==> src/rtl/uart_target_rx_if.sv <==
// rtl/uart_target_rx_if.sv - serial input and decoded command outputs of the UART target receiver
interface uart_target_rx_if;
    logic       rx;
    logic [3:0] target;
    logic       load;
    logic       clr_req;
    logic       frame_err;
    logic       busy;
    logic [7:0] rx_byte;

    // Receiver side: consumes the serial line, drives the decoded results
    modport master (
        input  rx,
        output target,
        output load,
        output clr_req,
        output frame_err,
        output busy,
        output rx_byte
    );

    // Line/consumer side: drives the serial line, observes the decoded results
    modport slave (
        output rx,
        input  target,
        input  load,
        input  clr_req,
        input  frame_err,
        input  busy,
        input  rx_byte
    );
endinterface

==> src/rtl/uart_target_rx.sv <==
// rtl/uart_target_rx.sv - UART 8N1 receiver decoding load-target and clear-counter command bytes
module uart_target_rx #(
    parameter int         CLKS_PER_BIT = 16,
    parameter logic [3:0] CMD_LOAD     = 4'hA,
    parameter logic [3:0] CMD_CLR      = 4'hF
) (
    input logic              clk,
    input logic              rst,
    uart_target_rx_if.master bus
);

    localparam int BAUD_W = $clog2(CLKS_PER_BIT);

    localparam logic [BAUD_W-1:0] BAUD_LAST = BAUD_W'(CLKS_PER_BIT - 1);
    localparam logic [BAUD_W-1:0] HALF_LAST = BAUD_W'(CLKS_PER_BIT / 2 - 1);
    localparam logic [BAUD_W-1:0] BAUD_ONE  = BAUD_W'(1);

    localparam logic [2:0] S_IDLE      = 3'd0;
    localparam logic [2:0] S_START     = 3'd1;
    localparam logic [2:0] S_DATA      = 3'd2;
    localparam logic [2:0] S_STOP      = 3'd3;
    localparam logic [2:0] S_WAIT_IDLE = 3'd4;

    logic              r_sync1;
    logic              r_sync2;
    logic [2:0]        r_state;
    logic [BAUD_W-1:0] r_baud;
    logic [2:0]        r_bit_idx;
    logic [7:0]        r_shift;
    logic [3:0]        r_target;
    logic [7:0]        r_rx_byte;
    logic              r_load;
    logic              r_clr_req;
    logic              r_frame_err;

    logic w_rxs;
    logic w_full_bit;
    logic w_half_bit;

    assign w_rxs      = r_sync2;
    assign w_full_bit = (r_baud == BAUD_LAST);
    assign w_half_bit = (r_baud == HALF_LAST);

    // Two-flop synchronizer for the asynchronous serial line; resets to idle-high
    always_ff @(posedge clk) begin
        if (rst) begin
            r_sync1 <= 1'b1;
            r_sync2 <= 1'b1;
        end else begin
            r_sync1 <= bus.rx;
            r_sync2 <= r_sync1;
        end
    end

    // Frame FSM: start detection, mid-bit sampling, stop check and command decode
    always_ff @(posedge clk) begin
        if (rst) begin
            r_state     <= S_IDLE;
            r_baud      <= '0;
            r_bit_idx   <= 3'd0;
            r_shift     <= 8'h00;
            r_target    <= 4'h0;
            r_rx_byte   <= 8'h00;
            r_load      <= 1'b0;
            r_clr_req   <= 1'b0;
            r_frame_err <= 1'b0;
        end else begin
            // Strobes are single-cycle unless re-asserted below
            r_load      <= 1'b0;
            r_clr_req   <= 1'b0;
            r_frame_err <= 1'b0;

            case (r_state)
                S_IDLE: begin
                    r_baud <= '0;
                    if (!w_rxs) begin
                        r_state <= S_START;
                    end
                end

                S_START: begin
                    // Mid-start check rejects glitches shorter than half a bit
                    if (w_half_bit) begin
                        r_baud    <= '0;
                        r_bit_idx <= 3'd0;
                        r_state   <= w_rxs ? S_IDLE : S_DATA;
                    end else begin
                        r_baud <= r_baud + BAUD_ONE;
                    end
                end

                S_DATA: begin
                    if (w_full_bit) begin
                        r_baud    <= '0;
                        r_shift   <= {w_rxs, r_shift[7:1]};
                        r_bit_idx <= r_bit_idx + 3'd1;
                        if (r_bit_idx == 3'd7) begin
                            r_state <= S_STOP;
                        end
                    end else begin
                        r_baud <= r_baud + BAUD_ONE;
                    end
                end

                S_STOP: begin
                    if (w_full_bit) begin
                        r_baud <= '0;
                        if (w_rxs) begin
                            // Good frame: publish byte and decode the command nibble
                            r_rx_byte <= r_shift;
                            if (r_shift[7:4] == CMD_LOAD) begin
                                r_target <= r_shift[3:0];
                                r_load   <= 1'b1;
                            end else if (r_shift[7:4] == CMD_CLR) begin
                                r_clr_req <= 1'b1;
                            end
                            r_state <= S_IDLE;
                        end else begin
                            // Bad stop bit: drop the byte and wait out any break
                            r_frame_err <= 1'b1;
                            r_state     <= S_WAIT_IDLE;
                        end
                    end else begin
                        r_baud <= r_baud + BAUD_ONE;
                    end
                end

                S_WAIT_IDLE: begin
                    if (w_rxs) begin
                        r_state <= S_IDLE;
                    end
                end

                default: begin
                    r_state <= S_IDLE;
                end
            endcase
        end
    end

    assign bus.target    = r_target;
    assign bus.rx_byte   = r_rx_byte;
    assign bus.load      = r_load;
    assign bus.clr_req   = r_clr_req;
    assign bus.frame_err = r_frame_err;
    assign bus.busy      = (r_state != S_IDLE);

endmodule

==> src/flat_wrapper.sv <==
// flat-port wrapper written by rule: the top's interface ports become plain ports
module uart_target_rx_flat 
#(
    parameter int         CLKS_PER_BIT = 16,
    parameter logic [3:0] CMD_LOAD     = 4'hA,
    parameter logic [3:0] CMD_CLR      = 4'hF
)
  (clk, rst, bus_rx, bus_target, bus_load, bus_clr_req, bus_frame_err, bus_busy, bus_rx_byte);
  uart_target_rx_if bus_i ();
  input logic clk;
  input logic rst;
  input wire logic [$bits(bus_i.rx)-1:0] bus_rx;
  output wire logic [$bits(bus_i.target)-1:0] bus_target;
  output wire logic [$bits(bus_i.load)-1:0] bus_load;
  output wire logic [$bits(bus_i.clr_req)-1:0] bus_clr_req;
  output wire logic [$bits(bus_i.frame_err)-1:0] bus_frame_err;
  output wire logic [$bits(bus_i.busy)-1:0] bus_busy;
  output wire logic [$bits(bus_i.rx_byte)-1:0] bus_rx_byte;
  assign bus_i.rx = bus_rx;
  assign bus_target = bus_i.target;
  assign bus_load = bus_i.load;
  assign bus_clr_req = bus_i.clr_req;
  assign bus_frame_err = bus_i.frame_err;
  assign bus_busy = bus_i.busy;
  assign bus_rx_byte = bus_i.rx_byte;
  uart_target_rx #(.CLKS_PER_BIT(CLKS_PER_BIT), .CMD_LOAD(CMD_LOAD), .CMD_CLR(CMD_CLR)) u_core (.clk(clk), .rst(rst), .bus(bus_i));
endmodule
==> config.mk <==
export PLATFORM = sky130hd
export DESIGN_NAME = uart_target_rx_flat
export DESIGN_NICKNAME = d
export VERILOG_FILES = /design/src/rtl/uart_target_rx_if.sv /design/src/rtl/uart_target_rx.sv /design/src/flat_wrapper.sv
export SDC_FILE = /design/constraint.sdc
export NUM_CORES = 1
export LEC_CHECK = 0
export BUFFER_PORTS_ARGS = -buffer_cell sky130_fd_sc_hd__buf_2
export CORE_ASPECT_RATIO = 1.5
export CORE_MARGIN = 2
export CORE_UTILIZATION = 35
export CTS_CLUSTER_SIZE = 20
export DETAILED_ROUTE_END_ITERATION = 8
export HOLD_SLACK_MARGIN = 0.06
export SLEW_MARGIN = 20
export SYNTH_ARGS = -nofsm -noshare
export SYNTH_HDL_FRONTEND = slang
export SYNTH_SLANG_ARGS = --single-unit
==> constraint.sdc <==
create_clock -name clk -period 5.7 [get_ports clk]
set_clock_uncertainty 0.15 [all_clocks]
set_input_delay 0.57 -clock clk [delete_from_list [all_inputs] [get_ports clk]]
set_output_delay 0.57 -clock clk [all_outputs]
set_load 0.05 [all_outputs]
==> impl_results.rst, run 1 <==
.. list-table::
   :header-rows: 1

   * - Metric
     - Value
   * - Number of vias after detailed routing
     - 1067
   * - Count of final setup violators
     - 0
   * - Yosys reg bits
     - 35
   * - Largest vdd supply drop
     - 205.5 uV
   * - Die Span X
     - 57.39 um
   * - Share of synthesized registers carrying an async set or reset
     - 0
   * - Clock tree from TritonCTS
     - yes
   * - Final core utilization
     - 0.4099
   * - Clock latency on the worst-skew pair
     - 280 ps
   * - Max_slew headroom
     - 0.5474
   * - Total of warnings raised by yosys
     - 0
   * - Slew @ Worst Pin
     - 676.9 ps
   * - Max stage delay cell, worst path
     - sky130_fd_sc_hd__or4_4
   * - Adder and majority cell fraction of the synthesized area
     - 0.02508
   * - Time the worst path needs with I/O delays and setup
     - 2646 ps
   * - Combined area of all synthesized cells
     - 1496 um2
   * - Worst path required time
     - 5720 ps
   * - Max-cap violations
     - 0
   * - Total number of clock tree sinks
     - 35
   * - Nature of the critical path endpoint
     - flop
   * - Final worst path period share
     - 0.4643
   * - DRT Pass-1 Iters
     - 4
   * - Htree depth
     - 2
   * - Last weighted congestion value of the routability-driven placer
     - 0.7026
   * - Routed length per instance
     - 13.02 um
   * - Dominant combinational cell family by area after synthesis
     - simple AND/OR/NAND/NOR gates
   * - Final-report max-slew violation count
     - 0
   * - Height of the chip
     - 84.08 um
   * - Cell accounting for the most synthesized area
     - sky130_fd_sc_hd__dfxtp_1
   * - Area delta synth->final
     - 14.30%
   * - Port Buffers
     - 18
   * - Number of standard cells after synthesis
     - 150
   * - Crit Path Max Fanout
     - 10
   * - CP bufs+invs
     - 0
   * - Mean cell area of the mapped netlist
     - 9.976 um2
   * - Proportion of layout cells with a drive suffix above 1
     - 0.2012
   * - Half-perimeter wire length after placement
     - 1.878 mm
   * - Total setup buffers inserted after CTS
     - 0
   * - Pin count of the biggest net entering global routing
     - 39
   * - Clock Tree Buf Depth
     - 2
   * - Synthesized netlist net count
     - 156
   * - Global Route Usage Sum
     - 0.1284
   * - Final-stage net count
     - 169
   * - Area of the core
     - 4173 um2
   * - Static leakage power
     - 0.7746 nW
   * - Fin Hold WS
     - 293.2 ps
   * - Cells traversed along the worst timing path
     - ha_1, and4b_1, nand4_1, or4_4, mux2i_1
   * - Kind of start point of the critical path
     - flop
   * - Post-synth top flop
     - sky130_fd_sc_hd__dfxtp_1
   * - Sequential area share after synthesis
     - 0.4682
   * - Vias per cell
     - 5.081
   * - Initial Util
     - 0.3586
   * - Number of hold-slack violations in the final timing report
     - 0
   * - Outcome
     - complete, no violations
   * - Full die area
     - 4825 um2
   * - Violation count after the first detailed-routing iteration
     - 19
   * - Number of I/O pins
     - 19
   * - CP Class
     - flop to flop
   * - Setup_tns
     - 0 ps
   * - Power per cell area
     - 333.8 nW/um2
   * - Largest cells by area after synthesis
     - sky130_fd_sc_hd__dfxtp_1 47%, sky130_fd_sc_hd__mux2i_1 15%, sky130_fd_sc_hd__nor2_1 6.0%
   * - Cell at the root of the clock tree
     - sky130_fd_sc_hd__clkbuf_8
   * - Number of enable flip-flop cells after synthesis
     - 0
   * - Area share of xor/xnor cells in the synthesized design
     - 0.02341
   * - Number of fill cells
     - 411
   * - Critical path data arrival time
     - 2670 ps
   * - Multiplexer share of the synthesized area
     - 0.1547
   * - Vias in the first global route
     - 1053
   * - DRC
     - 0
   * - Unrepaired setup endpoints after global routing
     - no
   * - Compound-cell area share of the yosys netlist
     - 0.05936
   * - Antenna violations before repair
     - 0
   * - Hold-fix buffers at CTS
     - 0
   * - Clock slew seen by the registers of the worst setup and hold paths
     - 80 ps
   * - Final WL
     - 2.734 mm
   * - Share of Yosys cell area claimed by the top area cell type
     - 0.4682
   * - Number of placement rows
     - 29
   * - Wire length of the first global-routing pass
     - 4.823 mm
   * - Post-detailed-route count of antenna-violating nets
     - 0
   * - Remaining global-route overflow
     - 0
   * - Synthesized-area fraction occupied by and/or/nand/nor cells
     - 0.2174
   * - Cell type group with the largest total delay on the critical path
     - simple AND/OR/NAND/NOR gates
   * - Total clock buffers created by CTS
     - 5
   * - Antenna diode count
     - 0
   * - Critical Path Max Stage Delay
     - 760 ps
   * - Maximum operating frequency
     - 377.9 MHz
   * - Path category of the worst min-delay check
     - flop to flop
   * - Number of unique standard cell types used by synthesis
     - 39
   * - CTS resizes
     - 0
power by group:
group / switching (W) / leakage [nW] / internal, W / total, W
sequential: 0.00000891 / 0.283 / 0.000249 / 0.000258
combinational: 0.0000273 / 0.428 / 0.0000191 / 0.0000463
clock: 0.0000918 / 0.0644 / 0.000174 / 0.000266
total: 0.000128 / 0.775 / 0.000443 / 0.000571
cells in the final DEF, fill, tap and decap left out, types with 3 or more instances in the layout:
cell type and instances:
sky130_fd_sc_hd__dfxtp_1 35, sky130_fd_sc_hd__nor2_1 24, sky130_fd_sc_hd__mux2i_1 22, sky130_fd_sc_hd__buf_2 18, sky130_fd_sc_hd__nand2b_1 9, sky130_fd_sc_hd__clkbuf_8 5
sky130_fd_sc_hd__nand2_1 4, sky130_fd_sc_hd__nor3b_1 3, sky130_fd_sc_hd__ha_1 3
registers in the layout (all words and copies together) (netlist names):
| register | cells |
|---|---|
| u_core.bus.rx_byte | 8 |
| u_core.r_shift | 8 |
| u_core.bus.target | 4 |
| u_core.r_baud | 4 |
| u_core.r_bit_idx | 3 |
| u_core.r_state | 3 |
| u_core.bus.clr_req | 1 |
| u_core.bus.frame_err | 1 |
| u_core.bus.load | 1 |
| u_core.r_sync1 | 1 |
| u_core.r_sync2 | 1 |
metrics by stage:
| stage | std cells | area (um2) | worst slack, ps | power, W |
|---|---|---|---|---|
| floorplan | 150 | 1496 | 3642 | 0.0003014 |
| global placement | 202 | 1574 | 3144 | 0.0003094 |
| detailed placement | 202 | 1574 | 3060 | 0.0003108 |
| CTS | 210 | 1710 | 3016 | 0.0005781 |
| global route | 210 | 1710 | 2877 | 0.0005914 |
| finish | 210 | 1710 | 3054 | 0.0005709 |
final timing paths:
kind | start | endpoint | slack (ps) | cells past startpoint
setup / recovery | u_core.r_baud[0] | u_core.bus.target[2] | 3050 | 5
hold / removal | u_core.r_sync1 | u_core.r_sync2 | 290 | 1
setup reg to reg | u_core.r_baud[0] | u_core.bus.target[2] | 3050 | 5
hold reg to reg | u_core.r_sync1 | u_core.r_sync2 | 290 | 1
final cells by class:
cell class                 count  area [um2]  area share
clock buffer                   5       68.82     0.04023
clock inverter                 3       67.56     0.03950
inverter                       2       7.507    0.004389
multi-input combinational    101       718.2      0.4199
sequential                    35       700.7      0.4097
tap                           46       57.56     0.03365
timing repair buffer          18       90.09     0.05267
cells in the mapped netlist, drive strengths merged, types with 2 or more instances:
cell type  number
xor2            2
a21oi           2
nand2           4
nor2           24
nor2b           2
inv             2
ha              3
xnor2           2
buf             6
or2             2
a22oi           2
dfxtp          35
clkbuf          6
nand2b          9
nor3            2
and3b           3
nor3b           3
nand4           2
mux2i          22
cell families after synthesis:
kind of cell / after synthesis
muxes: 23
DFF: 35
xor gates and xnor gates: 4
adders and majority gates: 3
and+or+nand+nor: 59
AOI/OAI and AO/OA: 12
buffers and inverters: 14
routing by layer:
layer / vias up / GRT usage / part of all wire
li1: 542 / - / -
met2: 20 / 0.2138 / 0.52
met5: - / 0 / 0
met3: 7 / 0.03876 / 0.037
met4: 0 / 0.07188 / 0.023
met1: 498 / 0.1405 / 0.42
Power figures use the tool's default switching activity.
==> run 2: changes to the inputs <==
Settings changed: ABC_AREA set to 1.
Clock period 5.7 ns to 2.1 ns, I/O delays scaled along.
==> impl_results.rst, run 2 <==
.. list-table::
   :header-rows: 1

   * - Metric
     - Value
   * - Largest cells by area after synthesis
     - sky130_fd_sc_hd__dfxtp_1 46%, sky130_fd_sc_hd__nor2_1 6.6%, sky130_fd_sc_hd__a21oi_1 6.6% (was sky130_fd_sc_hd__dfxtp_1 47%, sky130_fd_sc_hd__mux2i_1 15%, sky130_fd_sc_hd__nor2_1 6.0%)
   * - Clock latency on the worst-skew pair
     - 290 ps (was 280 ps)
   * - Kind of start point of the critical path
     - flop (unchanged)
   * - Total setup buffers inserted after CTS
     - 0 (unchanged)
   * - Global Route Usage Sum
     - 0.1367 (was 0.1284)
   * - Final-stage net count
     - 213 (was 169)
   * - Slew @ Worst Pin
     - 522.1 ps (was 676.9 ps)
   * - Last weighted congestion value of the routability-driven placer
     - 0.8339 (was 0.7026)
   * - Antenna diode count
     - 0 (unchanged)
   * - Area of the core
     - 4209 um2 (was 4173 um2)
   * - DRC
     - 0 (unchanged)
   * - DRT Pass-1 Iters
     - 4 (unchanged)
   * - Final worst path period share
     - 0.8290
   * - Synthesized netlist net count
     - 191 (was 156)
   * - Start of the worst register-to-register path
     - u_core.r_state[2] (was u_core.r_baud[0])
   * - Power per cell area
     - 966.3 nW/um2 (was 333.8 nW/um2)
   * - Number of I/O pins
     - 19 (unchanged)
   * - Total clock buffers created by CTS
     - 5 (unchanged)
   * - Routed length per instance
     - 11.46 um (was 13.02 um)
   * - Hold-fix buffers at CTS
     - 1 (was 0)
   * - Outcome
     - complete, no violations (unchanged)
   * - Setup Slack @ Placement
     - 436.0 ps (was 3060 ps)
   * - Count of cells along the worst register-to-register path
     - 8 (was 5)
   * - Most frequent cells in the layout
     - 35 x sky130_fd_sc_hd__dfxtp_1, 27 x sky130_fd_sc_hd__nor2_1, 24 x sky130_fd_sc_hd__nand2_1 (was 35 x sky130_fd_sc_hd__dfxtp_1, 24 x sky130_fd_sc_hd__nor2_1, 22 x sky130_fd_sc_hd__mux2i_1)
   * - Full die area
     - 4920 um2 (was 4825 um2)
   * - Number of enable flip-flop cells after synthesis
     - 0 (unchanged)
   * - Clock tree from TritonCTS
     - yes (unchanged)
   * - Antenna violations before repair
     - 0 (unchanged)
   * - Largest vdd supply drop
     - 620.4 uV (was 205.5 uV)
   * - Number of vias after detailed routing
     - 1213 (was 1067)
   * - Leading cell type in the layout, fill and taps excluded
     - sky130_fd_sc_hd__dfxtp_1 (unchanged)
   * - Cell at the root of the clock tree
     - sky130_fd_sc_hd__clkbuf_8 (unchanged)
   * - Proportion of layout cells with a drive suffix above 1
     - 0.2260 (was 0.2012)
   * - Path category of the worst min-delay check
     - input port to flop (was flop to flop)
   * - Library cell with the highest instance count after synthesis
     - sky130_fd_sc_hd__dfxtp_1 (unchanged)
   * - Violation count after the first detailed-routing iteration
     - 25 (was 19)
   * - CP Class
     - flop to output port (was flop to flop)
   * - Number of hold-slack violations in the final timing report
     - 0 (unchanged)
   * - Final-report max-slew violation count
     - 0 (unchanged)
   * - Setup_tns
     - 0 ps (unchanged)
   * - Height of the chip
     - 84.92 um (was 84.08 um)
   * - Worst setup margin
     - 359.2 ps (was 3054 ps)
   * - Start point of the worst min-delay path
     - rst (was u_core.r_sync1)
   * - CTS resizes
     - 0 (unchanged)
   * - Post-detailed-route count of antenna-violating nets
     - 0 (unchanged)
   * - Max-cap violations
     - 0 (unchanged)
   * - Most frequent cells after synthesis
     - 35 x sky130_fd_sc_hd__dfxtp_1, 27 x sky130_fd_sc_hd__nor2_1, 24 x sky130_fd_sc_hd__nand2_1, 20 x sky130_fd_sc_hd__a21oi_1, 19 x sky130_fd_sc_hd__o21ai_0 (was 35 x sky130_fd_sc_hd__dfxtp_1, 24 x sky130_fd_sc_hd__nor2_1, 22 x sky130_fd_sc_hd__mux2i_1, 9 x sky130_fd_sc_hd__nand2b_1, 6 x sky130_fd_sc_hd__clkbuf_1)
   * - Vias in the first global route
     - 1123 (was 1053)
   * - Vias per cell
     - 4.776 (was 5.081)
   * - Clock Tree Buf Depth
     - 2 (unchanged)
   * - Number of unique standard cell types used by synthesis
     - 32 (was 39)
   * - Htree depth
     - 2 (unchanged)
   * - Share of Yosys cell area claimed by the top area cell type
     - 0.4586 (was 0.4682)
   * - Number of placement rows
     - 29 (unchanged)
   * - Worst hold stages
     - 3 (was 1)
   * - Combined area of all synthesized cells
     - 1528 um2 (was 1496 um2)
   * - Count of final setup violators
     - 0 (unchanged)
   * - Post-synth top flop
     - sky130_fd_sc_hd__dfxtp_1 (unchanged)
   * - Half-perimeter wire length after placement
     - 2.111 mm (was 1.878 mm)
   * - Area delta synth->final
     - 15.97% (was 14.30%)
   * - Unrepaired setup endpoints after global routing
     - no (unchanged)
   * - Nature of the critical path endpoint
     - output port (was flop)
   * - Die Span X
     - 57.95 um (was 57.39 um)
   * - Port Buffers
     - 18 (unchanged)
   * - Worst path required time
     - 1740 ps (was 5720 ps)
   * - Final WL
     - 2.910 mm (was 2.734 mm)
   * - Critical path data arrival time
     - 1380 ps (was 2670 ps)
   * - Remaining global-route overflow
     - 0 (unchanged)
   * - Static leakage power
     - 0.7692 nW (was 0.7746 nW)
   * - Maximum operating frequency
     - 574.4 MHz
   * - Total number of clock tree sinks
     - 35 (unchanged)
   * - Share of synthesized registers carrying an async set or reset
     - 0 (unchanged)
   * - Sequential area share after synthesis
     - 0.4586 (was 0.4682)
   * - Sum of internal, switching and leakage power
     - 0.001712 W (was 0.0005709 W)
   * - Pin count of the biggest net entering global routing
     - 21 (was 39)
   * - Time the worst path needs with I/O delays and setup
     - 1741 ps
   * - Wire length of the first global-routing pass
     - 5.216 mm (was 4.823 mm)
   * - Crit Path Max Fanout
     - 5 (was 10)
   * - Finished layout cell area
     - 1772 um2 (was 1710 um2)
   * - Clock slew seen by the registers of the worst setup and hold paths
     - 80 ps (about the same)
   * - Mean cell area of the mapped netlist
     - 8.258 um2 (was 9.976 um2)
   * - Initial Util
     - 0.3630 (was 0.3586)
   * - Cell accounting for the most synthesized area
     - sky130_fd_sc_hd__dfxtp_1 (unchanged)
   * - Yosys reg bits
     - 35 (unchanged)
   * - Worst Hold Path EP
     - u_core.bus.load (was u_core.r_sync2)
   * - Register-to-register setup slack
     - 390 ps (was 3050 ps)
   * - Placed cell areas
     - 1645 um2 (was 1574 um2)
   * - Total of warnings raised by yosys
     - 0 (unchanged)
   * - Final core utilization
     - 0.4209 (was 0.4099)
   * - Number of standard cells after synthesis
     - 185 (was 150)
   * - Max_slew headroom
     - 0.6516 (was 0.5474)
   * - Worst reg2reg path endpoint
     - u_core.r_state[0] (was u_core.bus.target[2])
-- run 2: final cells by class --
cell class	count	area, um2
Clock buffer	5	68.82
Clock inverter	3	47.55
Fill cell	429	2437
Multi-Input combinational cell	128	716.9
Timing Repair Buffer	21	115.1
Inverter	16	65.06
Sequential cell	35	700.7
Tap cell	46	57.56
-- run 2: routing by layer --
metal  vias up  GRT usage  wire length (um)
met5         -          0                 0
met4         0    0.06131                68
met3         6    0.04116               106
met2        20     0.2231              1502
met1       536     0.1623              1232
li1        651          -                 -
-- run 2: kinds of logic (layout without fill, tap and decap cells) --
logic type                 count (synthesis)  in the layout  synth area share
DFF                                       35             35            0.4586
xor gates and xnor gates                   1              1          0.005734
AOI/OAI and AO/OA                         42             42            0.1433
adders and majority gates                  3              3           0.02457
buffers and inverters                     22             45           0.07207
and+or+nand+nor                           82             82            0.2957
-- run 2: power breakdown --
| group | switching (W) | internal [W] |
|---|---|---|
| registers | 0.0000443 | 0.000692 |
| logic | 0.000237 | 0.000115 |
| clock network | 0.000264 | 0.000360 |
-- run 2: how the worst max path moves through the flow --
stage / start / endpoint / slack [ps]
finish: u_core.r_state[0] / bus_busy / 360
global route: u_core.r_state[2] / u_core.r_state[0] / 230
CTS: u_core.r_state[0] / bus_busy / 360
detailed placement: u_core.r_state[2] / u_core.r_state[0] / 440
global placement: u_core.r_state[2] / u_core.r_state[0] / 420
floorplan: u_core.r_baud[0] / u_core.bus.load / 620
-- run 2: per-stage QoR --
step	hold WS (ps)	instances
floorplan	130.4	185
global placement	247.1	245
detailed placement	242.3	245
CTS	169.4	254
global route	187.1	254
finish	171.7	254
-- run 2: worst max-delay path, stage by stage (launching register included) --
cell	delay, ps
sky130_fd_sc_hd__dfxtp_1	490
sky130_fd_sc_hd__nor2_1	130
sky130_fd_sc_hd__inv_1	110
sky130_fd_sc_hd__nor2_1	50
sky130_fd_sc_hd__inv_1	60
sky130_fd_sc_hd__buf_2	250
